==> src/rtl/led7seg_pkg.sv <==
// rtl/led7seg_pkg.sv - shared codes, segment patterns and helpers for led7seg_scan
package led7seg_pkg;

    // Non-digit BCD codes held in the display register.
    localparam logic [3:0] BCD_BLANK = 4'hA;
    localparam logic [3:0] BCD_DASH  = 4'hF;

    typedef enum logic {
        CONV_IDLE = 1'b0,
        CONV_RUN  = 1'b1
    } conv_state_e;

    // Segment pattern {g,f,e,d,c,b,a}, active-high. Codes 10..14 are blank.
    function automatic logic [6:0] seg_pattern(input logic [3:0] code);
        logic [6:0] pat;
        case (code)
            4'd0:    pat = 7'h3F;
            4'd1:    pat = 7'h06;
            4'd2:    pat = 7'h5B;
            4'd3:    pat = 7'h4F;
            4'd4:    pat = 7'h66;
            4'd5:    pat = 7'h6D;
            4'd6:    pat = 7'h7D;
            4'd7:    pat = 7'h07;
            4'd8:    pat = 7'h7F;
            4'd9:    pat = 7'h6F;
            BCD_DASH: pat = 7'h40;
            default: pat = 7'h00;
        endcase
        return pat;
    endfunction

    // 10^n; n is at most 8, so the result fits comfortably in 32 bits.
    function automatic logic [31:0] pow10(input int n);
        logic [31:0] p;
        p = 32'd1;
        for (int i = 0; i < n; i++) begin
            p = p * 32'd10;
        end
        return p;
    endfunction

endpackage

==> src/rtl/led7seg_bin2bcd.sv <==
// rtl/led7seg_bin2bcd.sv - sequential double-dabble binary to BCD converter
// Ports: start/data load a value when ready; done pulses (combinationally) in the
// cycle whose rising edge performs the last iteration, with bcd presenting that
// iteration's result; ovf flags data >= 10^DIGITS.
module led7seg_bin2bcd
    import led7seg_pkg::*;
#(
    parameter int DIGITS = 4,
    parameter int WIDTH  = 14
) (
    input  logic                  clk,
    input  logic                  rst_n,
    input  logic                  start,
    input  logic [WIDTH-1:0]      data,
    output logic                  ready,
    output logic                  done,
    output logic [4*DIGITS-1:0]   bcd,
    output logic                  ovf
);

    localparam int          CW    = (WIDTH > 1) ? $clog2(WIDTH) : 1;
    localparam logic [31:0] LIMIT = pow10(DIGITS);

    conv_state_e          state_q, state_d;
    logic [CW-1:0]        cnt_q, cnt_d;
    logic [WIDTH-1:0]     shift_q, shift_d;
    logic [4*DIGITS-1:0]  bcd_q, bcd_d;
    logic                 ovf_q, ovf_d;
    logic [4*DIGITS-1:0]  bcd_adj;
    logic [4*DIGITS-1:0]  bcd_step;

    // One double-dabble iteration: add 3 to nibbles >= 5, then shift in the next MSB.
    always_comb begin
        bcd_adj = bcd_q;
        for (int i = 0; i < DIGITS; i++) begin
            if (bcd_q[4*i +: 4] >= 4'd5) begin
                bcd_adj[4*i +: 4] = bcd_q[4*i +: 4] + 4'd3;
            end
        end
        bcd_step = {bcd_adj[4*DIGITS-2:0], shift_q[WIDTH-1]};
    end

    always_comb begin
        state_d = state_q;
        cnt_d   = cnt_q;
        shift_d = shift_q;
        bcd_d   = bcd_q;
        ovf_d   = ovf_q;
        case (state_q)
            CONV_IDLE: begin
                if (start) begin
                    state_d = CONV_RUN;
                    cnt_d   = CW'(WIDTH - 1);
                    shift_d = data;
                    bcd_d   = '0;
                    ovf_d   = (32'(data) >= LIMIT);
                end
            end
            CONV_RUN: begin
                bcd_d   = bcd_step;
                shift_d = shift_q << 1;
                cnt_d   = cnt_q - 1'b1;
                if (cnt_q == '0) begin
                    state_d = CONV_IDLE;
                end
            end
            default: state_d = CONV_IDLE;
        endcase
    end

    always_ff @(posedge clk or negedge rst_n) begin
        if (!rst_n) begin
            state_q <= CONV_IDLE;
            cnt_q   <= '0;
            shift_q <= '0;
            bcd_q   <= '0;
            ovf_q   <= 1'b0;
        end else begin
            state_q <= state_d;
            cnt_q   <= cnt_d;
            shift_q <= shift_d;
            bcd_q   <= bcd_d;
            ovf_q   <= ovf_d;
        end
    end

    assign ready = (state_q == CONV_IDLE);
    assign done  = (state_q == CONV_RUN) && (cnt_q == '0);
    assign bcd   = bcd_step;
    assign ovf   = ovf_q;

endmodule

==> src/rtl/led7seg_scan.sv <==
// rtl/led7seg_scan.sv - multiplexed N-digit seven-segment driver with BCD conversion
// Ports: data/valid/ready load a binary value (dp sampled with it); en blanks outputs;
// an is the one-hot digit enable (bit 0 = LSD); seg is {dp,g,f,e,d,c,b,a}, active-high.
// Optional feature: define LED7SEG_LZB_EN for leading-zero blanking at commit.
module led7seg_scan
    import led7seg_pkg::*;
#(
    parameter int DIGITS   = 4,
    parameter int WIDTH    = 14,
    parameter int SCAN_DIV = 100000
) (
    input  logic              clk,
    input  logic              rst_n,
    input  logic [WIDTH-1:0]  data,
    input  logic              valid,
    output logic              ready,
    input  logic              en,
    input  logic [DIGITS-1:0] dp,
    output logic [DIGITS-1:0] an,
    output logic [7:0]        seg
);

    localparam int IW = (DIGITS > 1) ? $clog2(DIGITS) : 1;
    localparam int SW = $clog2(SCAN_DIV);

    logic                      load;
    logic                      conv_done;
    logic [4*DIGITS-1:0]       conv_bcd;
    logic                      conv_ovf;

    logic [DIGITS-1:0][3:0]    disp_q, disp_d, commit_val;
    logic [DIGITS-1:0]         dp_q, dp_d;
    logic [SW-1:0]             scan_cnt_q, scan_cnt_d;
    logic [IW-1:0]             idx_q, idx_d;
    logic [DIGITS-1:0]         an_q, an_d;
    logic [7:0]                seg_q, seg_d;

    assign load = valid && ready;

    led7seg_bin2bcd #(
        .DIGITS (DIGITS),
        .WIDTH  (WIDTH)
    ) u_bin2bcd (
        .clk   (clk),
        .rst_n (rst_n),
        .start (load),
        .data  (data),
        .ready (ready),
        .done  (conv_done),
        .bcd   (conv_bcd),
        .ovf   (conv_ovf)
    );

`ifdef LED7SEG_LZB_EN
    logic lead;
`endif

    // Value written to the display register at commit.
    always_comb begin
        for (int i = 0; i < DIGITS; i++) begin
            commit_val[i] = conv_ovf ? BCD_DASH : conv_bcd[4*i +: 4];
        end
`ifdef LED7SEG_LZB_EN
        // Walk down from the top digit; digit 0 always stays visible.
        lead = !conv_ovf;
        for (int i = DIGITS - 1; i > 0; i--) begin
            if (lead && (commit_val[i] == 4'd0)) begin
                commit_val[i] = BCD_BLANK;
            end else begin
                lead = 1'b0;
            end
        end
`endif
    end

    always_comb begin
        disp_d = conv_done ? commit_val : disp_q;
        dp_d   = load ? dp : dp_q;

        scan_cnt_d = scan_cnt_q + 1'b1;
        idx_d      = idx_q;
        if (scan_cnt_q == SW'(SCAN_DIV - 1)) begin
            scan_cnt_d = '0;
            idx_d      = (idx_q == IW'(DIGITS - 1)) ? '0 : idx_q + 1'b1;
        end

        an_d  = '0;
        seg_d = '0;
        if (en) begin
            an_d  = DIGITS'(1) << idx_q;
            seg_d = {dp_q[idx_q], seg_pattern(disp_q[idx_q])};
        end
    end

    always_ff @(posedge clk or negedge rst_n) begin
        if (!rst_n) begin
            disp_q     <= '0;
            dp_q       <= '0;
            scan_cnt_q <= '0;
            idx_q      <= '0;
            an_q       <= '0;
            seg_q      <= '0;
        end else begin
            disp_q     <= disp_d;
            dp_q       <= dp_d;
            scan_cnt_q <= scan_cnt_d;
            idx_q      <= idx_d;
            an_q       <= an_d;
            seg_q      <= seg_d;
        end
    end

    assign an  = an_q;
    assign seg = seg_q;

endmodule

==> config.mk <==
export PLATFORM = sky130hd
export DESIGN_NAME = led7seg_scan
export DESIGN_NICKNAME = d
export VERILOG_FILES = /design/src/rtl/led7seg_pkg.sv /design/src/rtl/led7seg_bin2bcd.sv /design/src/rtl/led7seg_scan.sv
export SDC_FILE = /design/constraint.sdc
export NUM_CORES = 1
export LEC_CHECK = 0
export CAP_MARGIN = 20
export CORE_MARGIN = 3
export CORE_UTILIZATION = 30
export CTS_CLUSTER_SIZE = 14
export DETAILED_ROUTE_END_ITERATION = 6
export SKIP_CTS_REPAIR_TIMING = 1
export SLEW_MARGIN = 10
export SYNTH_ARGS = -nofsm -noshare
export SYNTH_HDL_FRONTEND = slang
export SYNTH_SLANG_ARGS = --single-unit
==> constraint.sdc <==
create_clock -name clk -period 1.8 [get_ports clk]
set_input_delay 0.54 -clock clk [delete_from_list [all_inputs] [get_ports clk]]
set_output_delay 0.54 -clock clk [all_outputs]
set_load 0.005 [all_outputs]
* Yosys cells after proc, flatten, opt, wreduce, memory -nomap -nowiden *
Memory sizes are Yosys's and may differ from the RTL's.
Cells that the tools add are included.

storage, ports and cells
  RAM bits = 0
  output and inout bits = 13
  input bits = 22
  word-level logic and storage cells = 62
  register bits = 87
  memories = 1
  bits in latches = 0
  ROM bits = 112

memory list
  memory            depth  bits a word  rd ports  clocked after memory_dff  wr ports  line               RTL
  (name not given)  16     7            1         0                         0         led7seg_pkg.sv:16  case (code)

operators by class
  bitwise operators = 1
  equality and inequality tests = 3
  $lt $le $gt $ge = 6
  multiplexer cells = 25
  reduce and logical (&&, ||, !) cells = 4
  shift-type cells = 1
  $mul = 0
  divide/modulo/power cells = 0
  add/subtract/negate cells = 7

operators by type and width
  operator                                                            count
  2-to-1 mux 4 bit                                                    10
  one-hot mux 16 bit (2 select lines)                                 1
  one-hot mux 14 bit (2 select lines)                                 1
  adder 17 x 1 -> 17 bit (second input constant)                      1
  == test 17 bit (second input constant)                              1
  2-to-1 mux 17 bit                                                   1
  greater-or-equal comparator 4 x 3 -> 1 bit (second input constant)  4
  2-to-1 mux 16 bit                                                   1
  greater-or-equal comparator 14 bit (second input constant)          1
  2-to-1 mux 14 bit                                                   1
  adder 4 x 2 -> 4 bit (second input constant)                        3
  binary-select mux 4 bit (select 2 bit)                              1
  2-to-1 mux 8 bit                                                    1
  one-hot mux 4 bit (2 select lines)                                  1
  logical NOT 4 bit                                                   1
  << shifter 1 x 2 -> 4 bit (first input constant)                    1
  subtractor 4 x 1 -> 4 bit (second input constant)                   1
  adder 3 x 2 -> 3 bit (second input constant)                        1
  less-than comparator 2 x 3 -> 1 bit (second input constant)         1
  2-to-1 mux 1 bit                                                    3
  2-to-1 mux 3 bit                                                    1
  adder 2 x 1 -> 2 bit (second input constant)                        1
  binary-select mux 1 bit (select 2 bit)                              1
  == test 2 bit (second input constant)                               1
  other kinds (6)                                                     7

* Depth between registers and ports, before layout *
Gate-level depths: netlist (run 1).

  depth in word-level cells = 4
  mapped depth = 7
  depth with buffers taken out = 6

* Cells and area by module *
Synthesis (run 1) repeated with hierarchy kept, for this count alone.

second synthesis, totals
  cells, all modules = 461
  area total of the unflattened synthesis = 4605.7 sq um

modules (own cells, without submodules)
  module           area each (sq um)  instances  seq. area each (sq um)  cells each
  led7seg_scan     2389.8             1          1276.2                  222
  led7seg_bin2bcd  2215.9             1          900.9                   239

* Worst setup path before layout (run 1) *
No wires, ideal clock.

  kind = register to register
  start point = register idx_q[0]
  end point = register seg_q[3] (netlist: seg[3])
  arrival time = 1.804 ns
  path buffers = 1
  data required time = 1.680 ns
  period minus slack after synthesis = 1.924 ns
  setup time = 0.120 ns
  stages on the path, launching flop included = 8
  slack = -0.124 ns
  cell sequence = dfrtp_1 -> buf_2 -> mux4_2 -> inv_1 -> ha_1 -> nand2b_1 -> a21oi_1 -> nor2_1

on the way
  longest elaborated chain between the ends = 4

RTL lines
  item                                    line                 RTL
  start: declaration                      led7seg_scan.sv:34   logic [IW-1:0] idx_q, idx_d;
  start signal: assignment                led7seg_scan.sv:107  idx_q <= idx_d;
  binary-select mux 4 bit (select 2 bit)  led7seg_scan.sv:91   seg_d = {dp_q[idx_q], seg_pattern(disp_q[idx_q])};
  2-to-1 mux 4 bit (not written as such)  led7seg_scan.sv:91
  memory read (16 x 7 bit)                --
  2-to-1 mux 8 bit                        led7seg_scan.sv:89   if (en) begin
  named net seg_d[3]                      led7seg_scan.sv:36   logic [7:0] seg_q, seg_d;
  end signal: assignment                  led7seg_scan.sv:109  seg_q <= seg_d;
  end: declaration                        led7seg_scan.sv:36

The timed path passes the listed nets, and every way through them passes these cells. The select of a mux whose other input is x is not followed.
A chain may end at the register's enable or synchronous reset.

* Worst setup path after layout (run 1) *
  start point = register scan_cnt_q[11]
  end point = register idx_q[1]

on the way
  longest elaborated chain between the ends = 1

RTL lines
  item                      line                 RTL
  start: declaration        led7seg_scan.sv:33   logic [SW-1:0] scan_cnt_q, scan_cnt_d;
  start signal: assignment  led7seg_scan.sv:106  scan_cnt_q <= scan_cnt_d;
  == test 17 bit            led7seg_scan.sv:82   if (scan_cnt_q == SW'(SCAN_DIV - 1)) begin

Every way passes these cells.

==> results.md, run 1 <==
- Status: finished with violations
- Failing checks: negative setup slack
- Critical Path, Cell by Cell: or4_4, nor4b_4, and4bb_4, mux2_4
- Initial detailed-routing violation count: 162
- CTS tree: yes
- Area growth from synthesis to layout: 25.27%
- Post-Synthesis Cells: 405
- Post-layout minimum cycle time: 1.850 ns
- Post-DP HPWL: 6877 um
- Final period util: 102.8%
- #FFs+latches synth: 87
- Root Driver: clkbuf_16
- Top-Level Pins: 35
- Max cap viols: 0
- Via density: 4.847
- Required time worst endpoint: roughly 2 ns
- Synth top area share: 51.31%
- Pre-CTS setup slack: -0.1012 ns
- Overall via count from detail_route: 3107
- Row cnt: 42
- WL final: 9195 um
- Critical Path Sink Type: register
- Arr. time, crit path: 2.07 ns
- Worst VDD drop: 0.0005964 V
- Synth Net Count: 448
- Worst Setup Start Kind: register
- Chip Width: 124.9 um
- TritonCTS Buffers: 9
- # clock sinks: between 80 and 90
- Register area share after synthesis: between 50% and 60%
- Vias in the first global route: 3136
- Slowest stage delay, CP: 0.55 ns
- Post-route ant nets: 0
- Core area: 13560 um^2
- Hold Path Class: in2async
- Ys Warns: 0
- Share of layout cells above drive strength 1: 16.13%
- Final Non-Filler Cells: between 600 and 700
- Post-DR wirelength/cell: 14.34 um
- Starting Density: a little under a third
- Post-synth EDFFs: 0
- Tot GR Track Use: between 10 and 15%
- WP buf/inv: 0
- Max Fanout on Critical Path: 2
- Router iterations before antenna repair: 4
- First-pass GRT wire length: 15550 um
- Type of the worst setup path: reg2reg
- Worst-path clk slew: 0.06 ns
- Cell count along the critical path: 4
- Worst Slack Setup Final: -0.05000 ns
- RSZ-0062 raised after global routing: true
- H-Tree Depth: 3
- Fmax: 540.5 MHz
- Global route overflow: 0
- Nets: 506
- Die Footprint: 15610 um^2
- P_leak: 2.315 nW
- Initial antenna violation count: 0
- Pin count of the biggest net entering global routing: 45
- Yosys cell types: 44
- DRC viols: 0
- Async SR Flop Fraction: 100.0%
- CP top delay family: simple AND/OR/NAND/NOR gates
- Yosys top cell by area: dfrtp_1
- Post-Place Cells: between 600 and 700
- Average size of a mapped cell: 10.48 um^2
- Final Hold Fails: 0
- Pins Over Slew Limit: 0
- Port buffer count: 34
- Clock Path Buffers: 2
- Reg2Reg Depth: 4
- Clock skew: just under 0.009 ns
- Synth top area cells: dfrtp_1 51%, ha_1 6.2%, nand2_1 3.8%
- Gpl congestion: about 0.82
- Tightest Pin Transition: 0.4230 ns
- PwrDens: 1456 nW/um^2
- Dominant synthesized flop cell: dfrtp_1
- Fillers: 1314
- Ant. Diodes: 0
- Mapped cell area: 4243 um^2
- Clk_lat worst skew: 0.33 ns
- Slew Limit Headroom: 71.70%
- Die H: 124.9 um
- Setup TNS: -0.05031 ns
- Slowest CP cell: or4_4
- Setup violators final: 2
-- report_power, final --
| part | total, mW | switching [mW] | internal (mW) |
|---|---|---|---|
| sequential | 3.09 | 0.474 | 2.62 |
| clock | 1.64 | 0.695 | 0.950 |
| combinational | 3.00 | 1.52 | 1.48 |
| total | 7.74 | 2.69 | 5.05 |
-- cell usage in the layout, fill, tap and decap left out, types with 5 or more instances in the layout --
master	netlist	routed
o22ai_1	11	11
o21ai_0	22	21
mux4_2	5	5
clkbuf_16	0	9
and2_1	7	6
mux2i_1	15	15
dfrtp_1	87	86
inv_1	17	16
nand3_1	8	8
nor2_1	36	36
clkdlybuf4s50_1	0	32
nand2b_1	7	5
a21oi_1	31	27
buf_4	0	27
nand2_1	43	43
xnor2_1	16	16
ha_1	21	19
mux2_2	8	8
a31oi_1	5	5
nor3_1	7	7
-- final timing paths --
| check | from | slack (ns) | to |
|---|---|---|---|
| setup reg to reg | scan_cnt_q[11] | -0.05 | idx_q[1] |
| hold reg to reg | u_bin2bcd.shift_q[4] | 0.49 | u_bin2bcd.shift_q[5] |
| max in group asynchronous | rst_n | 1.20 | scan_cnt_q[14] |
| setup / recovery | scan_cnt_q[11] | -0.05 | idx_q[1] |
| min in group clk | u_bin2bcd.shift_q[4] | 0.49 | u_bin2bcd.shift_q[5] |
| hold / removal | rst_n | 0.12 | disp_q[4] |
-- sequential cells by signal, indices dropped and copies added, names as in the netlist --
signal / flops
u_bin2bcd.cnt_q: 4
an: 4
u_bin2bcd.state_q: 1
dp_q: 4
u_bin2bcd.bcd_q: 16
idx_q: 2
u_bin2bcd.shift_q: 14
scan_cnt_q: 17
disp_q: 16
u_bin2bcd.ovf: 1
seg: 8
-- metrics by stage --
step | util [%] | area [um^2] | hold WS (ns) | power (mW)
2_1_floorplan | - | 4249 | 0.2444 | 4.974
4_1_cts | 38.53 | 5224 | 0.1222 | 7.672
3_3_place_gp | 36.66 | 4970 | 0.4592 | 5.830
3_5_place_dp | 36.66 | 4970 | 0.4732 | 5.994
5_1_grt | 39.20 | 5315 | 0.1370 | 8.327
6_report | 39.20 | 5315 | 0.1242 | 7.740
-- per-layer routing --
layer,track usage [%],share of wire [%],vias to the layer above
met5,0,0,-
met1,15.24,45,1530
met4,2.487,0.61,0
met3,3.259,3.8,7
li1,-,-,1521
met2,20.87,51,49
-- logic make-up (layout without fill, tap and decap cells) --
family / Yosys count / after routing / synth area share [%]
AND/OR/NAND/NOR: 131 / 131 / 15.31
flip-flops: 87 / 87 / 51.31
AO/OA/AOI/OAI: 81 / 81 / 10.88
buffers and inverters: 36 / 96 / 3.509
multiplexers: 29 / 29 / 8.670
adder cells (fa/ha/maj): 21 / 21 / 6.193
XOR/XNOR: 20 / 20 / 4.128
-- cell usage after synthesis, types with 7 or more instances --
cell type	n
mux2i_1	15
inv_1	17
xnor2_1	16
o22ai_1	11
ha_1	21
nor2_1	36
and2_1	7
nor3_1	7
nand2b_1	7
a21oi_1	31
nand3_1	8
clkbuf_1	9
dfrtp_1	87
nand2_1	43
mux2_2	8
o21ai_0	22
-- area by class of cell --
cell class	count	area [um^2]	share of cell area, %
Sequential cell	87	2178	40.98
Multi-Input combinational cell	282	1986	37.36
Timing Repair Buffer	65	609.3	11.46
Clock buffer	12	246.5	4.637
Tap cell	176	220.2	4.143
Inverter	18	67.56	1.271
Clock inverter	1	7.507	0.1412
Note: power is estimated with default switching activity, not from simulation.
==> inputs of run 2 (changes only) <==
Settings changed: CAP_MARGIN 20 to default.
==> results of run 2 <==
Same layout as run 1: the final DEF is identical, and so are final timing and power.
==> inputs of run 3 (changes only) <==
Settings changed: REMOVE_ABC_BUFFERS from default to 1.
==> run 3 against run 2 <==
The flow still finishes with violations (negative setup slack). Count of clock-buffer cells in the layout decreased by 3. Worst hold slack got worse by 0.0044 ns. Final cell count fell by 0.62%. Highest routed layer unchanged. Sequential cell count unchanged. Utilization fell by 0.71 points. Maximum frequency decreased by 0.94%. Largest power group unchanged. Global-route usage rose by 0.079 points. Design area decreased by 1.8%. First-iteration DRC count increased by 48%.
==> results.md, run 3 (synthesis results as in run 1) <==
- Final period util: 103.8% (+0.98 points)
- Reg-to-reg slack, setup: -0.07 ns (-0.02 ns)
- Initial antenna violation count: 0 (unchanged)
- Fin area: 5219 um^2 (-1.8%)
- Tightest Pin Transition: 0.4433 ns (+0.02034 ns)
- Setup violators final: 11 (+9)
- Status: finished with violations
- Clock skew: 0.009555 ns (+0.0006703 ns)
- Port buffer count: 34 (unchanged)
- Core area: 13560 um^2 (unchanged)
- Max cap viols: 0 (unchanged)
- Worst Setup Start Kind: register
- Clock Path Buffers: 2 (unchanged)
- Via density: 4.788 (-1.2%)
- Worst r2r dst: idx_q[1]
- R2R Path Start: scan_cnt_q[11]
- P_leak: 2.271 nW (-1.9%)
- Global route overflow: 0 (unchanged)
- Placed Area: 4932 um^2 (-0.76%)
- DRC viols: 0 (unchanged)
- Type of the worst setup path: reg2reg
- Die H: 124.9 um (unchanged)
- Slew Limit Headroom: 70.45% (-1.3 points)
- Worst-path clk slew: 0.07 ns (about the same)
- Critical path destination: idx_q[1]
- RSZ-0062 raised after global routing: true
- First-pass GRT wire length: 15370 um (-1.2%)
- Worst VDD drop: 0.0006161 V (+3.3%)
- Max Fanout on Critical Path: 2 (unchanged)
- Largest register by flop count: scan_cnt_q
- TritonCTS Buffers: 9 (unchanged)
- Initial detailed-routing violation count: 240 (+48%)
- Post-DR wirelength/cell: 13.91 um (-3.1%)
- CP Launch Point: scan_cnt_q[11]
- Reg2Reg Depth: 4 (unchanged)
- CTS tree: yes
- Pre-CTS setup slack: -0.1034 ns (-0.002140 ns)
- Pin count of the biggest net entering global routing: 45 (unchanged)
- H-Tree Depth: 3 (unchanged)
- Setup TNS: -0.1967 ns (-0.1464 ns)
- Starting Density: 31.29% (unchanged)
- Overall via count from detail_route: 3050 (-1.8%)
- Router iterations before antenna repair: 4 (unchanged)
- Area growth from synthesis to layout: 23.00%
- Top-Level Pins: 35 (unchanged)
- Hold Path Class: in2async
- Die Footprint: 15610 um^2 (unchanged)
- WL final: 8858 um (-3.7%)
- Area of the multi-input gates: 1936 um^2 (-2.5%)
- Post-layout minimum cycle time: 1.868 ns (+0.01765 ns)
- Post-route ant nets: 0 (unchanged)
- Root Driver: clkbuf_16
- Required time worst endpoint: 2.04 ns (+0.02 ns)
- Share of layout cells above drive strength 1: 14.10% (-2.0 points)
- Tot GR Track Use: 12.14% (+0.079 points)
- PwrDens: 1461 nW/um^2 (+0.30%)
- Gpl congestion: 0.7349 (-11%)
- Pins Over Slew Limit: 0 (unchanged)
- Largest register FFs: 17 (unchanged)
- Arr. time, crit path: 2.11 ns (+0.04 ns)
- Nets: 500 (-1.2%)
- Failing checks: negative setup slack
- Critical Path Sink Type: register
- Row cnt: 42 (unchanged)
- Vias in the first global route: 3140 (+0.13%)
- Power consumption: 7.622 mW (-1.5%)
- Chip Width: 124.9 um (unchanged)
- Leading cell type in the layout, fill and taps excluded: dfrtp_1
- Final Hold Fails: 0 (unchanged)
- Worst Slack Setup Final: -0.06765 ns (-0.01765 ns)
- Most frequent cells in the layout: 86 x dfrtp_1, 42 x nand2_1, 36 x nor2_1, 32 x clkdlybuf4s50_1, 30 x a21oi_1
- Post-DP HPWL: 6361 um (-7.5%)
- Clk_lat worst skew: 0.35 ns (+0.02 ns)
- Fmax: 535.4 MHz (-0.94%)
- Register area: 2178 um^2 (unchanged)
- Fillers: 1322 (+0.61%)
- # clock sinks: 87 (unchanged)
- Largest regs: scan_cnt_q (17), disp_q (16), u_bin2bcd.bcd_q (16)
- Ant. Diodes: 0 (unchanged)
## run 3: routing by layer
metal	vias up	GRT usage, %	routed length, um
met5	-	0	0
li1	1505	-	-
met3	11	3.731	459
met2	60	19.18	4085
met4	0	4.911	157
met1	1474	15.60	4155
## run 3: worst max-delay path, stage by stage, from the launching register on
cell      delay, ns
dfrtp_1        0.37
or4_4          0.54
nor4b_4        0.28
and4bb_4       0.28
mux2_4         0.29
## run 3: how the worst min path moves through the flow
stage | from | to | slack, ns | cells past startpoint
after floorplan | rst_n | an[0] | 0.24 | 0
after global placement | u_bin2bcd.shift_q[0] | u_bin2bcd.shift_q[1] | 0.46 | 2
after detailed placement | u_bin2bcd.shift_q[1] | u_bin2bcd.shift_q[2] | 0.47 | 2
after CTS | rst_n | seg[3] | 0.12 | 1
after global routing | rst_n | seg[3] | 0.15 | 1
final | rst_n | seg[3] | 0.12 | 1
## run 3: stage by stage
stage / util [%] / instances / hold slack, ns
final: 38.49 / 637 / 0.1198
after global placement: 36.38 / 622 / 0.4629
after global routing: 38.49 / 637 / 0.1459
after CTS: 38.33 / 637 / 0.1245
after floorplan: - / 387 / 0.2444
after detailed placement: 36.38 / 622 / 0.4688
## run 3: cell type report
| class | instances | share of cell area [%] |
|---|---|---|
| inverter | 18 | 1.295 |
| tap | 176 | 4.220 |
| multi-input combinational | 282 | 37.09 |
| clock buffer | 9 | 4.316 |
| clock inverter | 6 | 0.7432 |
| timing repair buffer | 59 | 10.60 |
| sequential | 87 | 41.74 |
## run 3: power by group
group,internal (mW),total (mW),switching (mW)
logic,1.37,2.83,1.46
clock network,0.922,1.71,0.786
registers,2.62,3.09,0.470
total,4.91,7.62,2.71
